--- src/rtl/lvt_pkg.sv ---
// rtl/lvt_pkg.sv - shared widths and read-response entry type for the LVT memory slice
package lvt_pkg;

  localparam int LVT_ADDR_W = 7;
  localparam int LVT_DATA_W = 7;

  typedef struct packed {
    logic [LVT_ADDR_W-1:0] addr;
    logic [LVT_DATA_W-1:0] data;
  } rd_entry_t;

endpackage

--- src/rtl/lvt_rsp_fifo.sv ---
// rtl/lvt_rsp_fifo.sv - synchronous response FIFO of rd_entry_t with count, full and empty
module lvt_rsp_fifo
  import lvt_pkg::*;
#(
  parameter int DEPTH = 4,
  localparam int PTR_W = (DEPTH > 1) ? $clog2(DEPTH) : 1,
  localparam int CNT_W = PTR_W + 1
) (
  input  logic             clk,
  input  logic             rst_n,
  input  logic             push,
  input  rd_entry_t        push_entry,
  input  logic             pop,
  output rd_entry_t        head,
  output logic [CNT_W-1:0] count,
  output logic             full,
  output logic             empty
);

  rd_entry_t        mem [DEPTH];
  logic [PTR_W-1:0] wr_ptr;
  logic [PTR_W-1:0] rd_ptr;
  logic             do_push;
  logic             do_pop;

  assign full    = (count == CNT_W'(DEPTH));
  assign empty   = (count == '0);
  assign do_push = push && !full;
  assign do_pop  = pop && !empty;

  // Head is forced to zero when empty so outputs read as zero out of reset.
  assign head = empty ? '0 : mem[rd_ptr];

  always_ff @(posedge clk) begin
    if (do_push) begin
      mem[wr_ptr] <= push_entry;
    end
  end

  always_ff @(posedge clk or negedge rst_n) begin
    if (!rst_n) begin
      wr_ptr <= '0;
      rd_ptr <= '0;
      count  <= '0;
    end else begin
      if (do_push) begin
        wr_ptr <= wr_ptr + PTR_W'(1);
      end
      if (do_pop) begin
        rd_ptr <= rd_ptr + PTR_W'(1);
      end
      case ({do_push, do_pop})
        2'b10:   count <= count + CNT_W'(1);
        2'b01:   count <= count - CNT_W'(1);
        default: count <= count;
      endcase
    end
  end

endmodule

--- src/rtl/lvt_read_port.sv ---
// rtl/lvt_read_port.sv - in-order credit-protected read port with same-cycle write forwarding
module lvt_read_port
  import lvt_pkg::*;
#(
  parameter int ADDR_W = LVT_ADDR_W,
  parameter int DATA_W = LVT_DATA_W,
  parameter int RD_LAT = 1,
  parameter int DEPTH  = 4
) (
  input  logic              clk,
  input  logic              rst_n,
  input  logic              req_valid,
  output logic              req_ready,
  input  logic [ADDR_W-1:0] req_addr,
  output logic              rsp_valid,
  input  logic              rsp_ready,
  output logic [DATA_W-1:0] rsp_data,
  output logic [ADDR_W-1:0] rsp_addr,
  output logic              mem_rd_en,
  output logic [ADDR_W-1:0] mem_rd_addr,
  input  logic [DATA_W-1:0] mem_rd_data,
  input  logic              wr0_en,
  input  logic [ADDR_W-1:0] wr0_addr,
  input  logic [DATA_W-1:0] wr0_data,
  input  logic              wr1_en,
  input  logic [ADDR_W-1:0] wr1_addr,
  input  logic [DATA_W-1:0] wr1_data
);

  localparam int PTR_W = (DEPTH > 1) ? $clog2(DEPTH) : 1;
  localparam int FCNT_W = PTR_W + 1;
  localparam int OCNT_W = $clog2(DEPTH + RD_LAT + 1) + 1;
  localparam int LAST = RD_LAT - 1;

  logic [RD_LAT-1:0] pipe_vld;
  logic [RD_LAT-1:0] pipe_hit;
  logic [ADDR_W-1:0] pipe_addr [RD_LAT];
  logic [DATA_W-1:0] pipe_data [RD_LAT];

  logic              issue;
  logic              hit0;
  logic              hit1;
  logic [DATA_W-1:0] fwd_data;
  logic [OCNT_W-1:0] outstanding;

  logic              push_req;
  logic              fifo_push;
  rd_entry_t         push_entry;
  rd_entry_t         fifo_head;
  logic [FCNT_W-1:0] fifo_count;
  logic              fifo_full;
  logic              fifo_empty;

  always_comb begin
    outstanding = OCNT_W'(fifo_count);
    for (int i = 0; i < RD_LAT; i++) begin
      outstanding = outstanding + OCNT_W'(pipe_vld[i]);
    end
  end

  assign req_ready   = (outstanding < OCNT_W'(DEPTH));
  assign issue       = req_valid && req_ready;
  assign mem_rd_en   = issue;
  assign mem_rd_addr = req_addr;

  // Port 1 wins a double hit, mirroring the LVT write-1-wins rule.
  assign hit0     = wr0_en && (wr0_addr == req_addr);
  assign hit1     = wr1_en && (wr1_addr == req_addr);
  assign fwd_data = hit1 ? wr1_data : wr0_data;

  always_ff @(posedge clk or negedge rst_n) begin
    if (!rst_n) begin
      pipe_vld <= '0;
    end else begin
      pipe_vld[0] <= issue;
      for (int i = 1; i < RD_LAT; i++) begin
        pipe_vld[i] <= pipe_vld[i-1];
      end
    end
  end

  always_ff @(posedge clk) begin
    pipe_hit[0]  <= hit0 || hit1;
    pipe_addr[0] <= req_addr;
    pipe_data[0] <= fwd_data;
    for (int i = 1; i < RD_LAT; i++) begin
      pipe_hit[i]  <= pipe_hit[i-1];
      pipe_addr[i] <= pipe_addr[i-1];
      pipe_data[i] <= pipe_data[i-1];
    end
  end

  // Credits keep the FIFO from ever being full here; the guard only protects its state.
  assign push_req        = pipe_vld[LAST];
  assign fifo_push       = push_req && !fifo_full;
  assign push_entry.addr = pipe_addr[LAST];
  assign push_entry.data = pipe_hit[LAST] ? pipe_data[LAST] : mem_rd_data;

  lvt_rsp_fifo #(
    .DEPTH(DEPTH)
  ) u_fifo (
    .clk       (clk),
    .rst_n     (rst_n),
    .push      (fifo_push),
    .push_entry(push_entry),
    .pop       (rsp_ready),
    .head      (fifo_head),
    .count     (fifo_count),
    .full      (fifo_full),
    .empty     (fifo_empty)
  );

  assign rsp_valid = !fifo_empty;
  assign rsp_data  = fifo_head.data;
  assign rsp_addr  = fifo_head.addr;

endmodule

--- config.mk ---
export PLATFORM = sky130hd
export DESIGN_NAME = lvt_read_port
export DESIGN_NICKNAME = d
export VERILOG_FILES = /design/src/rtl/lvt_pkg.sv /design/src/rtl/lvt_rsp_fifo.sv /design/src/rtl/lvt_read_port.sv
export SDC_FILE = /design/constraint.sdc
export NUM_CORES = 1
export LEC_CHECK = 0
export ABC_CLOCK_PERIOD_IN_PS = 3050
export CAP_MARGIN = 20
export CORE_ASPECT_RATIO = 1.25
export CORE_UTILIZATION = 50
export DETAILED_ROUTE_END_ITERATION = 10
export PLACE_DENSITY_LB_ADDON = 0.15
export SLEW_MARGIN = 30
export SYNTH_ARGS = -nofsm -noshare
export SYNTH_HDL_FRONTEND = slang
export SYNTH_HIERARCHICAL = 1
export SYNTH_SLANG_ARGS = --single-unit
--- constraint.sdc ---
create_clock -name clk -period 3.05 [get_ports clk]
set_clock_uncertainty 0.15 [all_clocks]
set_input_delay 0.305 -clock clk [delete_from_list [all_inputs] [get_ports clk]]
set_output_delay 0.305 -clock clk [all_outputs]
set_load 0.05 [all_outputs]
==> metrics, run 1 <==
status=finished, final reports clean; Mapped Cells=about 190; antenna violations before repair=0; Synth Area in Adders=roughly 2.4%; Critical Path Source Type=register; worst slew pin tran=between 500 and 600 ps; Resize count post-CTS=0; DP HPWL=between 3000 and 4000 um; post-synthesis xor/xnor area fraction=about 5.2%; period utilization=about 93%; complex-gate fraction of the synthesized area=less than 1%; setup tns final=0 ps; CTS Buf Count=9; CTS Hold Bufs=0; synth warn=6; clk buf depth=2; full die area=7100 sq um; Starting Density=51.5%; multiplexer share of the synthesized area=approximately 15%; CP max FO=16; post-DR wirelength/cell=15.6 um; Clock Sinks=79; # DRC=0; Rel. slew slack=64.7%; CTS clk-pin slew, worst paths=around 70 ps; number of setup buffers added after CTS=0; Nets=around 320; Worst setup startpoint=u_fifo/rd_ptr[0]$_DFFE_PN0P_; PortBufs=between 70 and 80; minimum clock period=2840 ps; H-tree levels=3; Routed Wire Length=~5600 um; maximum vdd drop=between 500 and 600 uV; Vias=1773; Die H=between 90 and 100 um; hold crit path type=primary input to asynchronous set/reset pin; Core Footprint=6570 sq um; Final Setup Violations=0; max-cap viol count=0; largest net degree at the start of global routing=18; Pwr Density=a little over 900 nW/um^2; terminus of the critical flop-to-flop path=u_fifo/count[2]$_DFFE_PN0P_; Mapped Nets=245; Top Layer Used=met4; vias in the first global route=approximately 1800; flop-to-flop setup slack=roughly 750 ps; gr usage total=between 10% and 20%; Arrival @ worst endpoint=~2400 ps; # IOs=roughly 70; Die X=roughly 76 um; Achievable Freq=0.352 GHz; n_diodes=0; FF-to-FF Start=u_fifo/count[0]$_DFFE_PN0P_; Root Driver=clkbuf_8; Area growth syn-to-layout=29.1%; Fin. Hold Viols=0; RSZ-0062 raised after global routing=false; WHS=roughly 110 ps; Slew Viols, Final=0; worst skew pair latency=330 ps; Via density=about 5; Post-Syn Area=roughly 3400 sq um; sequential area share after synthesis=between 60 and 70%; CP Capture Type=primary output; Synth Area in Simple Gates=roughly 8.5%; Pleak=around 0.0016 uW; GPL Wtd Cong=approximately 0.67; Syn Area/Cell=approximately 18 sq um; layout cells sized above 1=roughly a fifth; CTS tree=built; crit path kind=register to primary output; FF-to-FF path depth=9; GRT overflow=0; First-pass DRT Iterations=4; row cnt=33; drt first-iter violations=between 60 and 70; first-pass GRT wire length=around 9000 um; met2 routed WL=~2700 um; most frequent cells in the layout=68 x clkdlybuf4s50_1, 56 x edfxtp_1, 15 x dfxtp_1; largest family of logic cells by synthesized area=multiplexers; Final ANT Viol Nets=0; routed length on met3=approximately 300 um; Met1 Wirelength=around 2500 um; Critical Path RT=between 2000 and 3000 ps; most common cell after layout, fill and taps aside=clkdlybuf4s50_1; #FFs+latches synth=a little under 80; library cells used by synthesis=31
-- report_power, final --
group          total, uW  internal [uW]  leakage (uW)  switching, uW
registers           1410           1330      0.000728           80.4
logic               1820            764      0.000757           1050
clock network        808            458      0.000104            349
-- through the flow --
step | worst slack (ps) | instances | instance area, sq um | util (%) | total power, uW
floorplan | 700 | 191 | 3380 | - | 2760
global placement | 533 | 344 | 4150 | 63.2 | 3250
detailed placement | 538 | 344 | 4150 | 63.2 | 3270
CTS | 146 | 360 | 4360 | 66.5 | 4080
global route | 97.2 | 360 | 4360 | 66.5 | 4240
finish | 209 | 360 | 4360 | 66.5 | 4030
-- worst max-delay path: stages, from the launching register on --
cell and delay, ps:
dfrtp_1 330, buf_4 290, mux4_1 590, nor2b_1 140, clkdlybuf4s50_1 710
-- Yosys cell counts, drive strengths merged --
library cell | instances | share of area, %
a31oi | 1 | 0.19
ha | 5 | 1.9
and2 | 5 | 0.93
nand2 | 1 | 0.11
nand4 | 5 | 0.93
inv | 7 | 0.78
xor2 | 10 | 2.6
dfxtp | 15 | 8.9
nor4 | 1 | 0.19
dfrtp | 8 | 5.9
nor3 | 1 | 0.30
mux2 | 15 | 5.0
nor2 | 4 | 0.67
buf | 11 | 2.8
xnor2 | 10 | 2.6
fa | 1 | 0.59
o21ai | 1 | 0.15
edfxtp | 56 | 50
nor2b | 17 | 5.0
mux4 | 14 | 10
clkbuf | 1 | 0.11
nor3b | 1 | 0.37
mux2i | 1 | 0.30
-- layout make-up --
cell class,count,area (sq um)
clock buffer,10,128
multi-input combinational,93,1080
inverter,7,26.3
fill,472,2200
clock inverter,6,85.1
timing repair buffer,78,756
tap,87,109
sequential,79,2180
-- logic make-up after synthesis --
group | after synthesis
mux | 30
fa+ha+maj | 6
flops | 79
compound gates | 2
simple gates | 35
buf+inv | 19
xor+xnor | 20
-- flip-flops by register name (all words and copies together) (netlist names) --
| name | cells |
|---|---|
| pipe_addr | 7 |
| u_fifo/rd_ptr | 2 |
| u_fifo/count | 3 |
| u_fifo/mem | 56 |
| pipe_hit | 1 |
| pipe_vld | 1 |
| pipe_data | 7 |
| u_fifo/wr_ptr | 2 |
-- worst max-delay path by stage --
stage,to,slack (ps),cells after the start
4_1_cts,rsp_data[2],150,4
3_5_place_dp,rsp_data[2],540,4
3_3_place_gp,rsp_data[2],530,4
2_1_floorplan,mem_rd_en,700,2
6_report,rsp_data[2],210,4
5_1_grt,rsp_data[2],100,4
-- per-layer routing --
metal	up-vias	GRT usage [%]
met5	-	0
met4	0	6.02
met3	6	6.44
li1	858	-
met1	850	23.8
met2	59	28.5
(Power assumes the default switching activity.)
==> inputs of run 2 (changes only) <==
CAP_MARGIN = 10   (was 20)
MAX_ROUTING_LAYER = met4   (was default)
==> run 2 against run 1 <==
  * Critical path depth unchanged
  * Final cell count unchanged
  * Design area unchanged
  * Count of clock-buffer cells in the layout unchanged
==> metrics, run 2 (same netlist as run 1, synthesis figures left out) <==
status=finished, final reports clean; Vias=1769 (-0.23%); post-DR wirelength/cell=15.5 um (-0.12%); terminus of the critical flop-to-flop path=u_fifo/count[2]$_DFFE_PN0P_; max-cap viol count=0 (unchanged); FF-to-FF Start=u_fifo/count[0]$_DFFE_PN0P_; CP Capture Type=primary output; clk buf depth=2 (unchanged); n_diodes=0 (unchanged); Top Layer Used=met4; row cnt=33 (unchanged); Most flops, register=u_fifo/mem; CTS tree=built; flop-to-flop setup slack=750 ps (about the same); Pwr Density=924 nW/um^2 (about the same); met2 routed WL=2740 um (+0.29%); Final Setup Violations=0 (unchanged); PnR Total Power=4030 uW (about the same); Final ANT Viol Nets=0 (unchanged); H-tree levels=3 (unchanged); vias in the first global route=1803 (-0.11%); RSZ-0062 raised after global routing=false; antenna violations before repair=0 (unchanged); layout cells sized above 1=21.2% (unchanged); Routed Wire Length=5590 um (-0.12%); number of setup buffers added after CTS=0 (unchanged); # DRC=0 (unchanged); Nets=322 (unchanged); Met1 Wirelength=2550 um (+2.2%); worst slew pin tran=528 ps (-0.0837 ps); Achievable Freq=0.352 GHz (-0.12%); First-pass DRT Iterations=4 (unchanged); GPL Wtd Cong=0.678 (+0.98%); # IOs=72 (unchanged); crit path kind=register to primary output; CTS Buf Count=9 (unchanged); CTS Hold Bufs=0 (unchanged); Starting Density=51.5% (unchanged); maximum vdd drop=559 uV (+0.42%); setup tns final=0 ps (unchanged); CP max FO=16 (unchanged); Internal Pwr Total=2550 uW (about the same); Critical Path Source Type=register; Fin. Hold Viols=0 (unchanged); routed length on met3=249 um (-16%); GRT overflow=0 (unchanged); Pleak=0.00159 uW (unchanged); CTS clk-pin slew, worst paths=80 ps (about the same); Core Footprint=6570 sq um (unchanged); full die area=7100 sq um (unchanged); DP HPWL=3790 um (unchanged); sequential share of power=34.9% (about the same); period utilization=93.3% (+0.11 points); gr usage total=18.7% (+0.45 points); worst skew pair latency=330 ps (about the same); first-pass GRT wire length=9100 um (-0.14%); Largest register FFs=56 (unchanged); Switching Fraction=36.8% (about the same); most frequent cells in the layout=68 x clkdlybuf4s50_1, 56 x edfxtp_1, 15 x dfxtp_1; clock power share=20.0% (about the same); PortBufs=71 (unchanged); Clock Sinks=79 (unchanged); Resize count post-CTS=0 (unchanged); Area growth syn-to-layout=29.1% (unchanged); biggest regs=u_fifo/mem (56), pipe_addr (7), pipe_data (7); Critical Path RT=2590 ps (about the same); Psw=1480 uW (about the same); Die H=93.9 um (unchanged); drt first-iter violations=55 (-20%); Comb pwr share=45.1% (about the same); largest net degree at the start of global routing=18 (unchanged); hold crit path type=primary input to asynchronous set/reset pin; minimum clock period=2840 ps (+3.46 ps); FF-to-FF path depth=9 (unchanged); Rel. slew slack=64.7% (about the same); most common cell after layout, fill and taps aside=clkdlybuf4s50_1; Die X=75.5 um (unchanged); Arrival @ worst endpoint=2390 ps (about the same); Slew Viols, Final=0 (unchanged); Via density=4.91 (-0.23%); Root Driver=clkbuf_8
## run 2: worst max-delay path by stage
stage	startpoint	end	slack, ps	cells past startpoint
floorplan	u_fifo/count[1]$_DFFE_PN0P_	mem_rd_en	700	2
global placement	u_fifo/rd_ptr[0]$_DFFE_PN0P_	rsp_data[2]	530	4
detailed placement	u_fifo/rd_ptr[0]$_DFFE_PN0P_	rsp_data[2]	540	4
CTS	u_fifo/rd_ptr[0]$_DFFE_PN0P_	rsp_data[2]	150	4
global route	u_fifo/rd_ptr[0]$_DFFE_PN0P_	rsp_data[2]	100	4
finish	u_fifo/rd_ptr[0]$_DFFE_PN0P_	rsp_data[2]	210	4
## run 2: per-stage QoR
stage	cells	area (sq um)	util (%)	worst slack [ps]	hold slack [ps]
3_3_place_gp	344	4150	63.2	533	304
5_1_grt	360	4360	66.5	99.9	116
2_1_floorplan	191	3380	-	700	-141
4_1_cts	360	4360	66.5	146	109
3_5_place_dp	344	4150	63.2	538	317
6_report	360	4360	66.5	205	106
## run 2: layout make-up
cell class	instances	area (sq um)
multi-input combinational	93	1080
fill	472	2200
tap	87	109
clock buffer	10	128
clock inverter	6	85.1
sequential	79	2180
inverter	7	26.3
timing repair buffer	78	756
## run 2: power groups by stage
stage               sequential (uW)  combinational, uW  clock [uW]
floorplan                      1410               1350           0
global placement               1430               1820           0
detailed placement             1430               1840           0
CTS                            1410               1850         825
global route                   1430               1940         868
finish                         1410               1820         808
## run 2: critical path: stages, from the launching register on
cell and delay (ps):
dfrtp_1 330, buf_4 290, mux4_1 590, nor2b_1 140, clkdlybuf4s50_1 710
## run 2: layer usage
metal	up-vias	global-route usage, %
li1	861	-
met1	844	24.4
met2	59	28.5
met3	5	5.26
met4	0	6.02
met5	-	-
==> inputs of run 3 (changes only) <==
ABC_CLOCK_PERIOD_IN_PS = 3200   (was 3050)
SLEW_MARGIN = default   (was 30)
TNS_END_PERCENT = 5   (was default)
clock period = 3.2 ns   (was 3.05 ns; I/O delays follow)
==> run 3 against run 2 <==
  * Hold slack worse by 2.7 ps
  * Highest routed layer unchanged
  * Largest power group unchanged
  * Wire length fell by 0.70%
  * Via count up 1.3%
  * First-iteration DRC count up 100%
  * Largest cell class unchanged
  * Design area is 0.11% lower
  * Combinational power decreased by 8%
  * Sequential share of layout area up 0.057 points
  * Sequential power about the same
==> metrics, run 3 (same netlist as run 1, synthesis figures left out) <==
Pwr Density=900 nW/um^2 (-2.6%); Resize count post-CTS=0 (unchanged); full die area=7100 sq um (unchanged); worst skew pair latency=340 ps (about the same); Achievable Freq=around 0.35 GHz; Arrival @ worst endpoint=2400 ps (about the same); largest net degree at the start of global routing=18 (unchanged); drt first-iter violations=112 (+100%); gr usage total=18.6% (-0.11 points); Most flops, register=u_fifo/mem; Pleak=0.00157 uW (-1.2%); crit path kind=register to primary output; Critical Path RT=2730 ps (+140 ps); Clock Sinks=79 (unchanged); antenna violations before repair=0 (unchanged); FF-to-FF Start=u_fifo/count[0]$_DFFE_PN0P_; CTS Buf Count=9 (unchanged); setup tns final=0 ps (unchanged); RSZ-0062 raised after global routing=false; Die X=75.5 um (unchanged); clk buf depth=2 (unchanged); Routed Wire Length=5560 um (-0.70%); Slew Viols, Final=0 (unchanged); status=finished, final reports clean; dpl ws=668 ps (+130 ps); period utilization=between 80 and 90%; Root Driver=clkbuf_8; Largest register FFs=56 (unchanged); Starting Density=51.5% (unchanged); Die H=93.9 um (unchanged); Fin. Hold Viols=0 (unchanged); post-DR wirelength/cell=15.6 um (+0.70%); Via density=5.05 (+2.7%); First-pass DRT Iterations=4 (unchanged); minimum clock period=~2900 ps; layout cells sized above 1=18.7% (-2.6 points); setup ws final=325 ps (+120 ps); terminus of the critical flop-to-flop path=u_fifo/count[2]$_DFFE_PN0P_; maximum vdd drop=529 uV (-5.3%); # DRC=0 (unchanged); CP max FO=16 (unchanged); Nets=317 (-1.6%); Vias=1792 (+1.3%); Core Footprint=6570 sq um (unchanged); Area growth syn-to-layout=28.9%; hold crit path type=primary input to asynchronous set/reset pin; flop-to-flop setup slack=890 ps (+140 ps); FF-to-FF path depth=9 (unchanged); first-pass GRT wire length=8920 um (-2.0%); PortBufs=71 (unchanged); CTS Hold Bufs=0 (unchanged); number of setup buffers added after CTS=0 (unchanged); row cnt=33 (unchanged); vias in the first global route=1823 (+1.1%); DP HPWL=3870 um (+2.2%); CTS clk-pin slew, worst paths=80 ps (about the same); CTS tree=built; n_diodes=0 (unchanged); most frequent cells in the layout=71 x clkdlybuf4s50_1, 56 x edfxtp_1, 15 x dfxtp_1; CP Capture Type=primary output; Final ANT Viol Nets=0 (unchanged); Critical Path Source Type=register; most common cell after layout, fill and taps aside=clkdlybuf4s50_1; H-tree levels=3 (unchanged); Rel. slew slack=47.3% (-17 points); Final Setup Violations=0 (unchanged); GPL Wtd Cong=0.676 (-0.30%); worst slew pin tran=790 ps (+262 ps); Slowest cell on crit path=clkdlybuf4s50_1; biggest regs=u_fifo/mem (56), pipe_addr (7), pipe_data (7); max-cap viol count=0 (unchanged); # IOs=72 (unchanged); crit-path cells=buf_4 -> mux4_1 -> nor2b_1 -> clkdlybuf4s50_1; GRT overflow=0 (unchanged); Largest stage delay, worst path=700 ps (about the same)
-- run 3: cell types whose count changed in the layout (fill, tap and decap cells not counted) --
cell / change
bufinv_16: +1
clkinv_1: -1
clkdlybuf4s50_1: +3
clkbuf_1: +1
buf_4: -8
clkinv_2: -1
-- run 3: critical path: cells and delay by family, from the launching register on --
family        cells  cell delay, ps
mux               1             600
flops             1             330
simple gates      1             150
buf+inv           2             980
-- run 3: final cells by class --
type	instances	area, sq um
fill	481	2210
sequential	79	2180
multi-input combinational	93	1080
timing repair buffer	73	726
clock buffer	11	131
tap	87	109
clock inverter	5	106
inverter	7	26.3
-- run 3: how the worst max path moves through the flow --
stage | from | to | cells past startpoint
floorplan | u_fifo/count[1]$_DFFE_PN0P_ | mem_rd_en | 2
global placement | u_fifo/rd_ptr[0]$_DFFE_PN0P_ | rsp_data[2] | 4
detailed placement | u_fifo/rd_ptr[0]$_DFFE_PN0P_ | rsp_data[0] | 4
CTS | u_fifo/rd_ptr[0]$_DFFE_PN0P_ | rsp_data[0] | 4
global route | u_fifo/rd_ptr[0]$_DFFE_PN0P_ | rsp_addr[6] | 4
finish | u_fifo/rd_ptr[0]$_DFFE_PN0P_ | rsp_data[0] | 4
-- run 3: layer usage --
metal,GRT usage (%),share of wire (%),vias to the layer above
met5,-,0,-
met4,10.2,2.5,0
met3,3.65,4.3,10
met2,30.0,51,66
met1,21.7,43,871
li1,-,-,845
-- run 3: report_power, final --
| group | internal [uW] | switching (uW) |
|---|---|---|
| Combinational | 720 | 955 |
| Sequential | 1270 | 114 |
| Clock | 520 | 347 |
-- run 3: per-stage QoR --
step | area (sq um) | hold WS (ps) | total power, uW | util, % | cells
2_1_floorplan | 3380 | -126 | 2630 | - | 191
5_1_grt | 4360 | 113 | 4110 | 66.4 | 355
3_5_place_dp | 4120 | 315 | 3100 | 62.8 | 339
3_3_place_gp | 4120 | 304 | 3080 | 62.8 | 339
4_1_cts | 4360 | 105 | 3960 | 66.4 | 355
6_report | 4360 | 103 | 3920 | 66.4 | 355
